[src/rtl/pool_nl_pkg.sv]
// Shared types and sizing for the pooling/non-linear adder-tree controller.
package pool_nl_pkg;

    localparam int unsigned N_PE     = 32;
    localparam int unsigned WID      = 16;
    localparam int unsigned TREE_LAT = $clog2(N_PE);
    localparam int unsigned CNT_W    = 16;

    typedef enum logic [1:0] {
        IDLE,
        RUN,
        DRAIN,
        DONE
    } adder_ctrl_state_e;

endpackage

[src/rtl/adder_tree_ctrl_if.sv]
// Job config, PE-array input, tree control and result port of the adder-tree controller.
interface adder_tree_ctrl_if;
    import pool_nl_pkg::*;

    logic             cfg_start;
    logic [CNT_W-1:0] cfg_num_vec;
    logic [CNT_W-1:0] cfg_num_accum;
    logic [N_PE-1:0]  cfg_pe_mask;
    logic             in_valid;
    logic             in_ready;
    logic             adder_enable;
    logic [N_PE-1:0]  mac_enable;
    logic [WID-1:0]   tree_sum;
    logic             out_valid;
    logic [WID-1:0]   out_data;
    logic             out_ready;
    logic             busy;
    logic             done;

    // Controller side
    modport master (
        input  cfg_start, cfg_num_vec, cfg_num_accum, cfg_pe_mask,
        input  in_valid, tree_sum, out_ready,
        output in_ready, adder_enable, mac_enable, out_valid, out_data, busy, done
    );

    // PE array / tree / downstream side
    modport slave (
        output cfg_start, cfg_num_vec, cfg_num_accum, cfg_pe_mask,
        output in_valid, tree_sum, out_ready,
        input  in_ready, adder_enable, mac_enable, out_valid, out_data, busy, done
    );

endinterface

[src/rtl/adder_tree_ctrl_token_pipe.sv]
// Valid-token shift register mirroring the stall-together adder tree stages.
module token_pipe
    import pool_nl_pkg::*;
#(
    parameter int unsigned DEPTH = TREE_LAT
) (
    input  logic             clk,
    input  logic             rst,
    input  logic             en,
    input  logic             clr,
    input  logic             din,
    output logic [DEPTH-1:0] v
);

    // v[0] is stage 1, v[DEPTH-1] is the tree's final stage
    always_ff @(posedge clk or posedge rst) begin
        if (rst) begin
            v <= '0;
        end else if (clr) begin
            v <= '0;
        end else if (en) begin
            v <= {v[DEPTH-2:0], din};
        end
    end

endmodule

[src/rtl/adder_tree_ctrl.sv]
// Sequences vectors into the pipelined adder tree and accumulates tree sums into results.
module adder_tree_ctrl
    import pool_nl_pkg::*;
(
    input  logic              clk,
    input  logic              rst,
    adder_tree_ctrl_if.master bus
);

    adder_ctrl_state_e   state;
    logic [CNT_W-1:0]    num_vec_q;
    logic [CNT_W-1:0]    num_accum_q;
    logic [N_PE-1:0]     mask_q;
    logic [CNT_W-1:0]    issued;
    logic [CNT_W-1:0]    acc_cnt;
    logic [CNT_W-1:0]    res_cnt;
    logic [WID-1:0]      acc;
    logic [WID-1:0]      out_data_q;
    logic                out_valid_q;
    logic [TREE_LAT-1:0] vpipe;

    logic             start;
    logic             active;
    logic             advance;
    logic             can_issue;
    logic             accept;
    logic             token;
    logic             emit;
    logic [WID-1:0]   sum;

    // Whole tree advances together; it freezes only while a result is held
    assign start     = (state == IDLE) && bus.cfg_start;
    assign active    = (state == RUN) || (state == DRAIN);
    assign advance   = active && (!out_valid_q || bus.out_ready);
    assign can_issue = (state == RUN) && advance && (issued < num_vec_q);
    assign accept    = bus.in_valid && can_issue;
    assign token     = vpipe[TREE_LAT-1] && advance;
    assign sum       = WID'((acc_cnt == '0 ? '0 : acc) + bus.tree_sum);
    assign emit      = token && ((acc_cnt == num_accum_q - CNT_W'(1)) ||
                                 (res_cnt == num_vec_q - CNT_W'(1)));

    assign bus.in_ready     = can_issue;
    assign bus.adder_enable = advance;
    assign bus.mac_enable   = active ? mask_q : '0;
    assign bus.out_valid    = out_valid_q;
    assign bus.out_data     = out_data_q;
    assign bus.busy         = (state != IDLE);
    assign bus.done         = (state == DONE);

    token_pipe #(.DEPTH(TREE_LAT)) u_token_pipe (
        .clk (clk),
        .rst (rst),
        .en  (advance),
        .clr (start),
        .din (accept),
        .v   (vpipe)
    );

    // Job FSM and latched configuration
    always_ff @(posedge clk or posedge rst) begin
        if (rst) begin
            state       <= IDLE;
            num_vec_q   <= '0;
            num_accum_q <= '0;
            mask_q      <= '0;
        end else begin
            case (state)
                IDLE: begin
                    if (bus.cfg_start) begin
                        num_vec_q   <= bus.cfg_num_vec;
                        num_accum_q <= (bus.cfg_num_accum == '0) ? CNT_W'(1) : bus.cfg_num_accum;
                        mask_q      <= bus.cfg_pe_mask;
                        state       <= (bus.cfg_num_vec == '0) ? DONE : RUN;
                    end
                end
                RUN: begin
                    if (accept && (issued == num_vec_q - CNT_W'(1))) begin
                        state <= DRAIN;
                    end
                end
                DRAIN: begin
                    if ((vpipe == '0) && !out_valid_q) begin
                        state <= DONE;
                    end
                end
                DONE: begin
                    state <= IDLE;
                end
                default: begin
                    state <= IDLE;
                end
            endcase
        end
    end

    // Issue/accumulate counters and the partial-sum register
    always_ff @(posedge clk or posedge rst) begin
        if (rst) begin
            issued  <= '0;
            acc_cnt <= '0;
            res_cnt <= '0;
            acc     <= '0;
        end else if (start) begin
            issued  <= '0;
            acc_cnt <= '0;
            res_cnt <= '0;
            acc     <= '0;
        end else begin
            if (accept) begin
                issued <= issued + CNT_W'(1);
            end
            if (token) begin
                res_cnt <= res_cnt + CNT_W'(1);
                if (emit) begin
                    acc_cnt <= '0;
                end else begin
                    acc_cnt <= acc_cnt + CNT_W'(1);
                    acc     <= sum;
                end
            end
        end
    end

    // Result register; a reload wins over the downstream handshake
    always_ff @(posedge clk or posedge rst) begin
        if (rst) begin
            out_valid_q <= 1'b0;
            out_data_q  <= '0;
        end else if (emit) begin
            out_valid_q <= 1'b1;
            out_data_q  <= sum;
        end else if (out_valid_q && bus.out_ready) begin
            out_valid_q <= 1'b0;
        end
    end

endmodule

[src/flat_wrapper.sv]
// flat-port wrapper written by rule: the top's interface ports become plain ports
module adder_tree_ctrl_flat import pool_nl_pkg::*;
  (clk, rst, bus_cfg_start, bus_cfg_num_vec, bus_cfg_num_accum, bus_cfg_pe_mask, bus_in_valid, bus_tree_sum, bus_out_ready, bus_in_ready, bus_adder_enable, bus_mac_enable, bus_out_valid, bus_out_data, bus_busy, bus_done);
  adder_tree_ctrl_if bus_i ();
  input  logic clk;
  input  logic rst;
  input wire logic [$bits(bus_i.cfg_start)-1:0] bus_cfg_start;
  input wire logic [$bits(bus_i.cfg_num_vec)-1:0] bus_cfg_num_vec;
  input wire logic [$bits(bus_i.cfg_num_accum)-1:0] bus_cfg_num_accum;
  input wire logic [$bits(bus_i.cfg_pe_mask)-1:0] bus_cfg_pe_mask;
  input wire logic [$bits(bus_i.in_valid)-1:0] bus_in_valid;
  input wire logic [$bits(bus_i.tree_sum)-1:0] bus_tree_sum;
  input wire logic [$bits(bus_i.out_ready)-1:0] bus_out_ready;
  output wire logic [$bits(bus_i.in_ready)-1:0] bus_in_ready;
  output wire logic [$bits(bus_i.adder_enable)-1:0] bus_adder_enable;
  output wire logic [$bits(bus_i.mac_enable)-1:0] bus_mac_enable;
  output wire logic [$bits(bus_i.out_valid)-1:0] bus_out_valid;
  output wire logic [$bits(bus_i.out_data)-1:0] bus_out_data;
  output wire logic [$bits(bus_i.busy)-1:0] bus_busy;
  output wire logic [$bits(bus_i.done)-1:0] bus_done;
  assign bus_i.cfg_start = bus_cfg_start;
  assign bus_i.cfg_num_vec = bus_cfg_num_vec;
  assign bus_i.cfg_num_accum = bus_cfg_num_accum;
  assign bus_i.cfg_pe_mask = bus_cfg_pe_mask;
  assign bus_i.in_valid = bus_in_valid;
  assign bus_i.tree_sum = bus_tree_sum;
  assign bus_i.out_ready = bus_out_ready;
  assign bus_in_ready = bus_i.in_ready;
  assign bus_adder_enable = bus_i.adder_enable;
  assign bus_mac_enable = bus_i.mac_enable;
  assign bus_out_valid = bus_i.out_valid;
  assign bus_out_data = bus_i.out_data;
  assign bus_busy = bus_i.busy;
  assign bus_done = bus_i.done;
  adder_tree_ctrl u_core (.clk(clk), .rst(rst), .bus(bus_i));
endmodule
[config.mk]
export PLATFORM = sky130hd
export DESIGN_NAME = adder_tree_ctrl_flat
export DESIGN_NICKNAME = d
export VERILOG_FILES = /design/src/rtl/pool_nl_pkg.sv /design/src/rtl/adder_tree_ctrl_if.sv /design/src/rtl/adder_tree_ctrl_token_pipe.sv /design/src/rtl/adder_tree_ctrl.sv /design/src/flat_wrapper.sv
export SDC_FILE = /design/constraint.sdc
export NUM_CORES = 1
export LEC_CHECK = 0
export CELL_PAD_IN_SITES_DETAIL_PLACEMENT = 0
export CELL_PAD_IN_SITES_GLOBAL_PLACEMENT = 1
export CORE_UTILIZATION = 45
export DETAILED_ROUTE_END_ITERATION = 16
export HOLD_SLACK_MARGIN = 0.08
export PLACE_DENSITY_LB_ADDON = 0.1
export SLEW_MARGIN = 20
export SYNTH_ARGS = -nofsm -noshare
export SYNTH_HDL_FRONTEND = slang
export SYNTH_SLANG_ARGS = --single-unit
[constraint.sdc]
create_clock -name clk -period 10.1 [get_ports clk]
set_input_delay 1.01 -clock clk [delete_from_list [all_inputs] [get_ports clk]]
set_output_delay 1.01 -clock clk [all_outputs]
set_load 0.01 [all_outputs]
==> results of run 1 <==
-- synthesized netlist by cell type (10+ instances only) --
cell type	number
a21oi_1	40
and2_1	54
and3_1	19
clkbuf_1	43
dfrtp_1	152
ha_1	42
inv_1	38
mux2i_1	18
nand2_1	221
nand3_1	43
nand4_1	11
nor2_1	49
nor3_1	36
nor4_1	30
o21ai_0	59
or3_1	10
xnor2_1	60
xor2_1	28
-- cells by family after synthesis --
kind of cell | Yosys count | synth area share [%]
simple gates | 520 | 26.8
compound gates | 172 | 11.7
flops | 152 | 39.5
buf+inv | 96 | 4.03
xor+xnor | 89 | 8.24
fa+ha+maj | 43 | 5.67
mux | 34 | 4.05
-- sequential cells by signal, summed over array words and instances (netlist names) --
register               flops
u_core.acc                16
u_core.acc_cnt            16
u_core.bus.out_data       16
u_core.bus.out_valid       1
u_core.issued             16
u_core.mask_q             32
u_core.num_accum_q        16
u_core.num_vec_q          16
u_core.res_cnt            16
u_core.state               2
u_core.u_token_pipe.v      5
-- how the worst min path moves through the flow --
stage / slack, ps / startpoint / end
6_report: 460 / u_core.mask_q[28] / u_core.mask_q[28]
4_1_cts: 470 / u_core.mask_q[28] / u_core.mask_q[28]
2_1_floorplan: 440 / u_core.mask_q[0] / u_core.mask_q[0]
3_3_place_gp: 450 / u_core.mask_q[20] / u_core.mask_q[20]
3_5_place_dp: 450 / u_core.mask_q[28] / u_core.mask_q[28]
5_1_grt: 480 / u_core.mask_q[30] / u_core.mask_q[30]
-- metrics by stage --
stage | instances | area, sq um | util [%]
after global placement | 1466 | 11200 | 53.0
after detailed placement | 1466 | 11200 | 53.0
after floorplan | 1106 | 9630 | -
after CTS | 1498 | 11700 | 55.7
final | 1498 | 11700 | 55.7
after global routing | 1498 | 11700 | 55.7
-- layer usage --
metal / track usage [%] / vias up / part of all wire, %
li1: - / 4051 / -
met1: 31.3 / 3996 / 46
met2: 39.7 / 130 / 49
met3: 3.87 / 16 / 3.1
met4: 5.46 / 0 / 0.99
met5: 0 / - / 0
-- power groups by stage --
| stage | Clock [mW] | Combinational, mW | Sequential (mW) |
|---|---|---|---|
| after floorplan | 0 | 0.843 | 0.882 |
| after global placement | 0 | 1.20 | 0.959 |
| after detailed placement | 0 | 1.20 | 0.964 |
| after CTS | 0.633 | 1.21 | 0.955 |
| after global routing | 0.655 | 1.33 | 0.982 |
| final | 0.620 | 1.19 | 0.958 |
-- worst max-delay path, stage by stage, from the launching register on --
cell and delay (ps):
dfrtp_1 450, inv_1 90, ha_1 140, nor4b_1 210, nand4_1 570, and2_1 440, ha_1 300, a211oi_1 270
o21ai_0 150, a31oi_1 310, o21ai_0 180, a221oi_1 500, nor2_1 100, a211oi_1 270, mux2_2 210
-- area by class of cell --
class	count	area (sq um)
Fill cell	1946	9310
Multi-Input combinational cell	858	5440
Sequential cell	152	3800
Timing Repair Buffer	142	1410
Clock buffer	22	464
Tap cell	275	344
Inverter	39	151
Clock inverter	10	95.1
==> metrics.md, run 1 <==
| Metric | Value |
|---|---|
| Hold Crit Class | `register to register` |
| Cells after synthesis | `1106` |
| Clk sink count | `152` |
| Yosys warnings | `0` |
| Distinct cells, synth | `76` |
| Hold path depth | `2` |
| Setup WS pre-CTS | `5830 ps` |
| Initial Util | `45.8%` |
| Int Pwr | `1.66 mW` |
| Io pins | `138` |
| Post-CTS sizing | `0` |
| FF-to-FF path depth | `14` |
| Syn Area/Cell | `8.71 sq um` |
| Commonest non-fill, non-tap cells in the layout | `nand2_1 (220), dfrtp_1 (152), clkdlybuf4s50_1 (137)` |
| Vias in the first global route | `7836` |
| Min Tclk post-route | `4270 ps` |
| Tot Pwr | `2.77 mW` |
| CP max FO | `16` |
| Reg2reg end | `u_core.bus.out_data[15]` |
| Port Buffers | `137` |
| Run status | `finished clean` |
| Max Root-Sink Buffers | `2` |
| #FFs+latches synth | `152` |
| Die Span Y | `148 um` |
| CTS buffer count | `17` |
| Logic pwr share | `43.0%` |
| Clk network pwr share | `22.4%` |
| Max cap viols | `0` |
| Final WL | `24900 um` |
| CTS H-tree depth | `4` |
| Crit. End Element | `register` |
| Hpwl dp | `17500 um` |
| Wirelength per Cell | `16.6 um` |
| Rel. slew slack | `38.1%` |
| Pin count of the biggest net entering global routing | `84` |
| VDD IR max | `0.172 mV` |
| CP Launch Type | `register` |
| Switch Pwr | `1.11 mW` |
| Layout Skew | `11.1 ps` |
| Drt via density | `5.47` |
| Area growth syn-to-layout | `21.6%` |
| Reg clk slew, reported paths | `60 ps` |
| CP endpoint | `u_core.bus.out_data[15]` |
| DIE AREA | `0.0220 sq mm` |
| DRT iter0 DRCs | `525` |
| Pwr Density | `236 mW/mm^2` |
| Synth top area share | `39.5%` |
| EDFF count, synth | `0` |
| Worst Setup Path Type | `register to register` |
| Register area share after synthesis | `39.5%` |
| Max Slew Vio Count | `0` |
| Fmax | `234 MHz` |
| Placeable core area | `0.0210 sq mm` |
| Synth async-reset ratio | `100%` |
| Share of layout cells above drive strength 1 | `6.38%` |
| Clk Latency, worst-skew pair | `430 ps` |
| Period utilization | `42.2%` |
| Antenna violations before repair | `0` |
| Vias | `8193` |
| P_leak | `5.29 nW` |
| CTS tree | `done` |
| Syn_nets | `1234` |
| Top post-synthesis cells by area | `dfrtp_1 (40%), nand2_1 (8.6%), ha_1 (5.5%)` |
| Commonest non-fill, non-tap cell in the layout | `nand2_1` |
| Worst-Margin Slew | `928 ps` |
| # nets final | `1338` |
| Sum of negative setup slack | `0 ps` |
| Antenna Cells | `0` |
| Post-CTS setup buffer count | `0` |
| Yosys top cell by area | `dfrtp_1` |
| Site row count | `53` |
| Net Sw Frac | `39.9%` |
| CP startpoint | `u_core.acc_cnt[0]` |
| R2R setup slack | `5830 ps` |
| Post-synthesis cell area | `0.00963 sq mm` |
| Final setup viols | `0` |
| Drc violations | `0` |
| Seq pwr share | `34.6%` |
| Total grt overflow | `0` |
| Fin Hold WS | `465 ps` |
| Data arrival, critical path | `4630 ps` |
| DR pass1 iterations | `5` |
| Worst flop-to-flop path startpoint | `u_core.acc_cnt[0]` |
| Final hold vios | `0` |
| Hold Buf Count CTS | `0` |
| GP Congestion | `0.889` |
| Die width | `148 um` |
| Antenna violation net count after detailed routing | `0` |
| Post-route setup slack | `5830 ps` |
| First-pass GRT wire length | `40700 um` |
| GRT Resource Usage Total | `23.5%` |
| Most common flop cell mapped by yosys | `dfrtp_1` |
| Critical Path RT | `10470 ps` |
| Clock root buffer | `clkbuf_16` |
| RSZ-0062 raised after global routing | `false` |
(Power assumes the default switching activity.)
==> run 2: changes to the inputs <==
--- a/config.mk
+++ b/config.mk
@@ -7,7 +7,7 @@
 export LEC_CHECK = 0
 export CELL_PAD_IN_SITES_DETAIL_PLACEMENT = 0
 export CELL_PAD_IN_SITES_GLOBAL_PLACEMENT = 1
-export CORE_UTILIZATION = 45
+export CORE_UTILIZATION = 42
 export DETAILED_ROUTE_END_ITERATION = 16
 export HOLD_SLACK_MARGIN = 0.08
 export PLACE_DENSITY_LB_ADDON = 0.1
==> constraint.sdc (replaced) <==
create_clock -name clk -period 4.1 [get_ports clk]
set_input_delay 0.41 -clock clk [delete_from_list [all_inputs] [get_ports clk]]
set_output_delay 0.41 -clock clk [all_outputs]
set_load 0.01 [all_outputs]
==> metrics.md, run 2 (same netlist as run 1, synthesis figures left out) <==
| Metric | Value |
|---|---|
| CP Buf/Inv Count | `1 (unchanged)` |
| Hpwl dp | `17900 um (+2.5%)` |
| CP dominant cell by count | `mux2i_1` |
| Clk sink count | `152 (unchanged)` |
| Max cap viols | `0 (unchanged)` |
| CP max FO | `15 (-1)` |
| DRT iter0 DRCs | `300 (-43%)` |
| Run status | `finished clean` |
| Layout Skew | `13.3 ps (+2.28 ps)` |
| Max Slew Vio Count | `0 (unchanged)` |
| Pin count of the biggest net entering global routing | `76 (-9.5%)` |
| CP Launch Type | `register` |
| Commonest non-fill, non-tap cell in the layout | `nand2_1` |
| # fillers | `2163 (+11%)` |
| Critical path, cell by cell | `or4_1 -> or4_4 -> mux2i_1 -> a2111o_2 -> nor4_2 -> a21oi_4 -> buf_4 -> nand2_2 -> mux2i_1` |
| VDD IR max | `0.266 mV (+55%)` |
| DIE AREA | `0.0235 sq mm (+7.0%)` |
| Antenna violations before repair | `0 (unchanged)` |
| Final WL | `25200 um (+1.3%)` |
| Switch Pwr | `2.73 mW (+150%)` |
| Share of layout cells above drive strength 1 | `7.45% (+1.1 points)` |
| Wirelength per Cell | `16.6 um (-0.14%)` |
| Post-route setup slack | `271 ps (-5560 ps)` |
| Area growth syn-to-layout | `23.9%` |
| P_leak | `5.40 nW (+2.1%)` |
| CTS tree | `done` |
| Sum of negative setup slack | `0 ps (unchanged)` |
| Reg clk slew, reported paths | `60 ps (about the same)` |
| Max Root-Sink Buffers | `2 (unchanged)` |
| Worst Setup Path Type | `register to register` |
| Data arrival, critical path | `4170 ps (-460 ps)` |
| Placed cells | `1489 (+1.6%)` |
| Site row count | `55 (+3.8%)` |
| Placeable core area | `0.0226 sq mm (+7.4%)` |
| Largest register by flop count | `u_core.mask_q` |
| CP delay by family, top | `simple AND/OR/NAND/NOR gates` |
| Antenna violation net count after detailed routing | `0 (unchanged)` |
| CP startpoint | `u_core.num_vec_q[0]` |
| Total grt overflow | `0 (unchanged)` |
| Commonest non-fill, non-tap cells in the layout | `nand2_1 (220), dfrtp_1 (152), clkdlybuf4s50_1 (137)` |
| Largest register FFs | `32 (unchanged)` |
| Clk network pwr share | `23.9% (+1.5 points)` |
| Die Span Y | `153 um (+3.5%)` |
| Io pins | `138 (unchanged)` |
| Fin Hold WS | `466 ps (+1.63 ps)` |
| Clock root buffer | `clkbuf_16` |
| Worst-Margin Slew | `970 ps (+42.2 ps)` |
| Net Sw Frac | `38.6% (-1.3 points)` |
| Min Tclk post-route | `3830 ps (-436 ps)` |
| Final setup viols | `0 (unchanged)` |
| Drt via density | `5.36 (-1.9%)` |
| Critical Path RT | `4440 ps (-6030 ps)` |
| Initial Util | `42.7% (-3.1 points)` |
| Logic pwr share | `43.3% (+0.3 points)` |
| Pwr Density | `593 mW/mm^2 (+150%)` |
| Antenna Cells | `0 (unchanged)` |
| Final hold vios | `0 (unchanged)` |
| Finished Layout Cells | `1520 (+1.5%)` |
| Min-delay src | `u_core.mask_q[29]` |
| Rel. slew slack | `35.1% (-3.0 points)` |
| Crit. End Element | `register` |
| CTS buffer count | `17 (unchanged)` |
| Vias | `8154 (-0.48%)` |
| DP Area | `0.0113 sq mm (+1.3%)` |
| Clk Latency, worst-skew pair | `430 ps (about the same)` |
| Slowest-stage cell, CP | `or4_1` |
| First-pass GRT wire length | `41500 um (+1.8%)` |
| Setup WS pre-CTS | `261 ps (-5570 ps)` |
| GP Congestion | `0.837 (-5.8%)` |
| Vias in the first global route | `7870 (+0.43%)` |
| Fmax | `261 MHz (+11%)` |
| Int Pwr | `4.34 mW (+160%)` |
| GRT Resource Usage Total | `22.1% (-1.4 points)` |
| Final instance area | `0.0119 sq mm (+1.8%)` |
| Drc violations | `0 (unchanged)` |
| Period utilization | `93.4% (+51 points)` |
| Port Buffers | `137 (unchanged)` |
| Crit path largest cell delay | `680 ps (+110 ps)` |
| Worst flop-to-flop path startpoint | `u_core.num_vec_q[0]` |
| CTS H-tree depth | `4 (unchanged)` |
| Die width | `153 um (+3.5%)` |
| Hold Crit Class | `register to register` |
| DR pass1 iterations | `5 (unchanged)` |
| # nets final | `1352 (+1.0%)` |
| Seq pwr share | `32.8% (-1.8 points)` |
run 2: per-stage QoR:
| stage | utilization, % | power, mW |
|---|---|---|
| floorplan | - | 4.25 |
| global placement | 50.0 | 5.40 |
| detailed placement | 50.0 | 5.40 |
| CTS | 52.8 | 7.14 |
| global route | 52.8 | 7.58 |
| finish | 52.8 | 7.07 |
run 2: worst min-delay path: stages (launching register included):
cell	delay [ps]
dfrtp_1	330
nand2_1	50
nand2_1	60
run 2: path summary, 6_finish.rpt:
check / depth (start not counted) / slack (ps) / endpoint
setup / recovery: 9 / 270 / u_core.acc[2]
hold / removal: 2 / 470 / u_core.mask_q[29]
setup reg to reg: 9 / 270 / u_core.acc[2]
hold reg to reg: 2 / 470 / u_core.mask_q[29]
max in group asynchronous: 3 / 2690 / u_core.acc[12]
min in group asynchronous: 2 / 500 / u_core.issued[1]
run 2: power by group through the flow:
stage	logic [mW]	clock network (mW)	registers, mW
4_1_cts	3.09	1.73	2.32
3_3_place_gp	3.07	0	2.33
2_1_floorplan	2.08	0	2.17
5_1_grt	3.40	1.79	2.39
3_5_place_dp	3.07	0	2.34
6_report	3.06	1.69	2.32
run 2: repair_timing:
item	in CTS	in global routing
endpoints found under the setup margin	0	4
setup buffers	0	1
endpoints found under the hold margin	0	0
hold buffers	0	0
resized for setup	0	1
run 2: layout make-up:
cell class / instances / area, sq um / area share [%]
multi-input cells: 858 / 5450 / 45.7
flip-flops and latches: 152 / 3800 / 31.9
repair buffers: 156 / 1550 / 13.0
clock buffers: 20 / 447 / 3.75
well taps: 285 / 357 / 2.99
clock inverters: 10 / 169 / 1.42
inverters: 39 / 150 / 1.26
run 2: per-layer routing:
layer | vias to the layer above | GRT usage (%) | part of all wire [%]
met5 | - | 0 | 0
met4 | 0 | 5.86 | 1.2
met3 | 22 | 3.49 | 2.7
met2 | 130 | 38.0 | 50
met1 | 3938 | 28.9 | 46
li1 | 4064 | - | -
==> run 3: changes to the inputs <==
--- a/config.mk
+++ b/config.mk
@@ -7,6 +7,7 @@
 export LEC_CHECK = 0
 export CELL_PAD_IN_SITES_DETAIL_PLACEMENT = 0
 export CELL_PAD_IN_SITES_GLOBAL_PLACEMENT = 1
+export CORE_MARGIN = 8
 export CORE_UTILIZATION = 42
 export DETAILED_ROUTE_END_ITERATION = 16
 export HOLD_SLACK_MARGIN = 0.08
==> metrics.md, run 3 (same netlist as run 1, synthesis figures left out) <==
| Metric | Value |
|---|---|
| Slowest-stage cell, CP | `dfrtp_1` |
| Die Span Y | `167 um (+9.1%)` |
| Crit path largest cell delay | `430 ps (-250 ps)` |
| Period utilization | `91.4% (-2.0 points)` |
| Port Buffers | `137 (unchanged)` |
| Total grt overflow | `0 (unchanged)` |
| # fillers | `2151 (-0.55%)` |
| Crit. End Element | `register` |
| # nets final | `1350 (-0.15%)` |
| Worst Setup Path Type | `register to register` |
| Pwr Density | `597 mW/mm^2 (+0.82%)` |
| Area growth syn-to-layout | `24.2%` |
| Clk Latency, worst-skew pair | `420 ps (about the same)` |
| Max Slew Vio Count | `0 (unchanged)` |
| Io pins | `138 (unchanged)` |
| Drt via density | `5.31 (-1.1%)` |
| Rel. slew slack | `33.7% (-1.4 points)` |
| Reg clk slew, reported paths | `70 ps (about the same)` |
| Critical Path RT | `4460 ps (+20 ps)` |
| Site row count | `55 (unchanged)` |
| CP Launch Type | `register` |
| Die width | `167 um (+9.1%)` |
| Hold Crit Class | `primary input to asynchronous set/reset pin` |
| CTS buffer count | `17 (unchanged)` |
| Placed cells | `1487 (-0.13%)` |
| Final Core Density | `53.0% (+0.13 points)` |
| Commonest non-fill, non-tap cells in the layout | `nand2_1 (220), dfrtp_1 (152), clkdlybuf4s50_1 (137)` |
| Share of layout cells above drive strength 1 | `7.53% (+0.081 points)` |
| Antenna Cells | `0 (unchanged)` |
| CTS H-tree depth | `4 (unchanged)` |
| Run status | `finished clean` |
| First-pass GRT wire length | `42400 um (+2.2%)` |
| Critical path, cell by cell | `inv_1 -> ha_1 -> nor4b_1 -> nand4_1 -> buf_4 -> and2_1 -> ha_1 -> a211oi_1 -> o21ai_0 -> a31oi_1 -> o21ai_0 -> a221oi_2 -> nor2_1 -> a211oi_1 -> mux2_2` |
| Worst-Margin Slew | `991 ps (+21.3 ps)` |
| P_leak | `5.41 nW (+0.20%)` |
| Final WL | `25700 um (+1.7%)` |
| Finished Layout Cells | `1520 (unchanged)` |
| CP max FO | `8 (-7)` |
| DIE AREA | `0.0280 sq mm (+19%)` |
| Layout Skew | `9.11 ps (-4.22 ps)` |
| Clock root buffer | `clkbuf_16` |
| CTS tree | `done` |
| Max cap viols | `0 (unchanged)` |
| Vias in the first global route | `8103 (+3.0%)` |
| Drc violations | `0 (unchanged)` |
| Max Root-Sink Buffers | `2 (unchanged)` |
| Largest register FFs | `32 (unchanged)` |
| GP Congestion | `0.810 (-3.3%)` |
| Hold Buf Count CTS | `0 (unchanged)` |
| Largest register by flop count | `u_core.mask_q` |
| DR pass1 iterations | `5 (unchanged)` |
| Data arrival, critical path | `4110 ps (-60 ps)` |
| DRT iter0 DRCs | `365 (+22%)` |
| Wirelength per Cell | `16.9 um (+1.7%)` |
| Tot Pwr | `7.14 mW (+1.1%)` |
| Initial Util | `42.7% (unchanged)` |
| VDD IR max | `0.280 mV (+5.1%)` |
| Clk sink count | `152 (unchanged)` |
| Vias | `8065 (-1.1%)` |
| RSZ-0062 raised after global routing | `false` |
| Final hold vios | `0 (unchanged)` |
| Antenna violation net count after detailed routing | `0 (unchanged)` |
| Antenna violations before repair | `0 (unchanged)` |
| Hpwl dp | `18600 um (+3.8%)` |
| Placeable core area | `0.0226 sq mm (unchanged)` |
| GRT Resource Usage Total | `18.5% (-3.6 points)` |
| Sum of negative setup slack | `0 ps (unchanged)` |
| Fmax | `267 MHz (+2.1%)` |
| Final setup viols | `0 (unchanged)` |
| Min Tclk post-route | `3750 ps (-80.5 ps)` |
| Pin count of the biggest net entering global routing | `71 (-6.6%)` |
| Commonest non-fill, non-tap cell in the layout | `nand2_1` |
[run 3: path summary, 6_finish.rpt]
path,from,end,slack [ps],depth (start not counted)
worst max-delay path,u_core.acc_cnt[1],u_core.bus.out_data[15],350,15
worst min-delay path,rst,u_core.issued[1],470,2
worst max register to register,u_core.acc_cnt[1],u_core.bus.out_data[15],350,15
worst min register to register,u_core.mask_q[1],u_core.mask_q[1],470,2
max in group asynchronous,rst,u_core.acc[9],2810,3
min in group clk,u_core.mask_q[1],u_core.mask_q[1],470,2
[run 3: power breakdown]
part | switching, mW | total (mW) | internal [mW] | leakage (nW)
combinational | 1.67 | 3.04 | 1.37 | 3.08
clock | 0.669 | 1.78 | 1.11 | 0.320
sequential | 0.412 | 2.33 | 1.92 | 2.01
total | 2.75 | 7.14 | 4.39 | 5.41
[run 3: critical path, delay by kind of cell, from the launching register on]
kind / cells / cell delay, ps
AOI/OAI and AO/OA: 6 / 1600
and+or+nand+nor: 4 / 740
DFF: 1 / 430
adders and majority gates: 2 / 430
buffers and inverters: 2 / 260
muxes: 1 / 220
[run 3: per-layer routing]
| metal | track usage [%] | up-vias | share of wire (%) |
|---|---|---|---|
| met3 | 3.55 | 16 | 2.8 |
| met5 | 0 | - | 0 |
| met1 | 22.8 | 3888 | 45 |
| met4 | 4.27 | 0 | 1.1 |
| met2 | 32.7 | 96 | 51 |
| li1 | - | 4065 | - |
[run 3: through the flow]
step / cell area [sq um] / setup WS, ps / hold WS [ps]
6_report: 12000 / 351 / 465
5_1_grt: 12000 / 29.8 / 480
4_1_cts: 11900 / 63.3 / 471
3_5_place_dp: 11300 / 90.2 / 454
3_3_place_gp: 11300 / 218 / 449
2_1_floorplan: 9630 / 612 / 437
[run 3: what timing repair did]
| action | in CTS | in global routing |
|---|---|---|
| setup endpoints to repair | 0 | 4 |
| gates resized for setup | 0 | 1 |
| setup buffers | 0 | 1 |
[run 3: final cells by class]
cell class              count  area, sq um  share of cell area, %
clock inverters            13          218                   1.82
well taps                 285          357                   2.98
multi-input cells         858         5450                   45.6
inverters                  39          150                   1.26
clock buffers              19          443                   3.70
repair buffers            154         1540                   12.9
flip-flops and latches    152         3800                   31.8
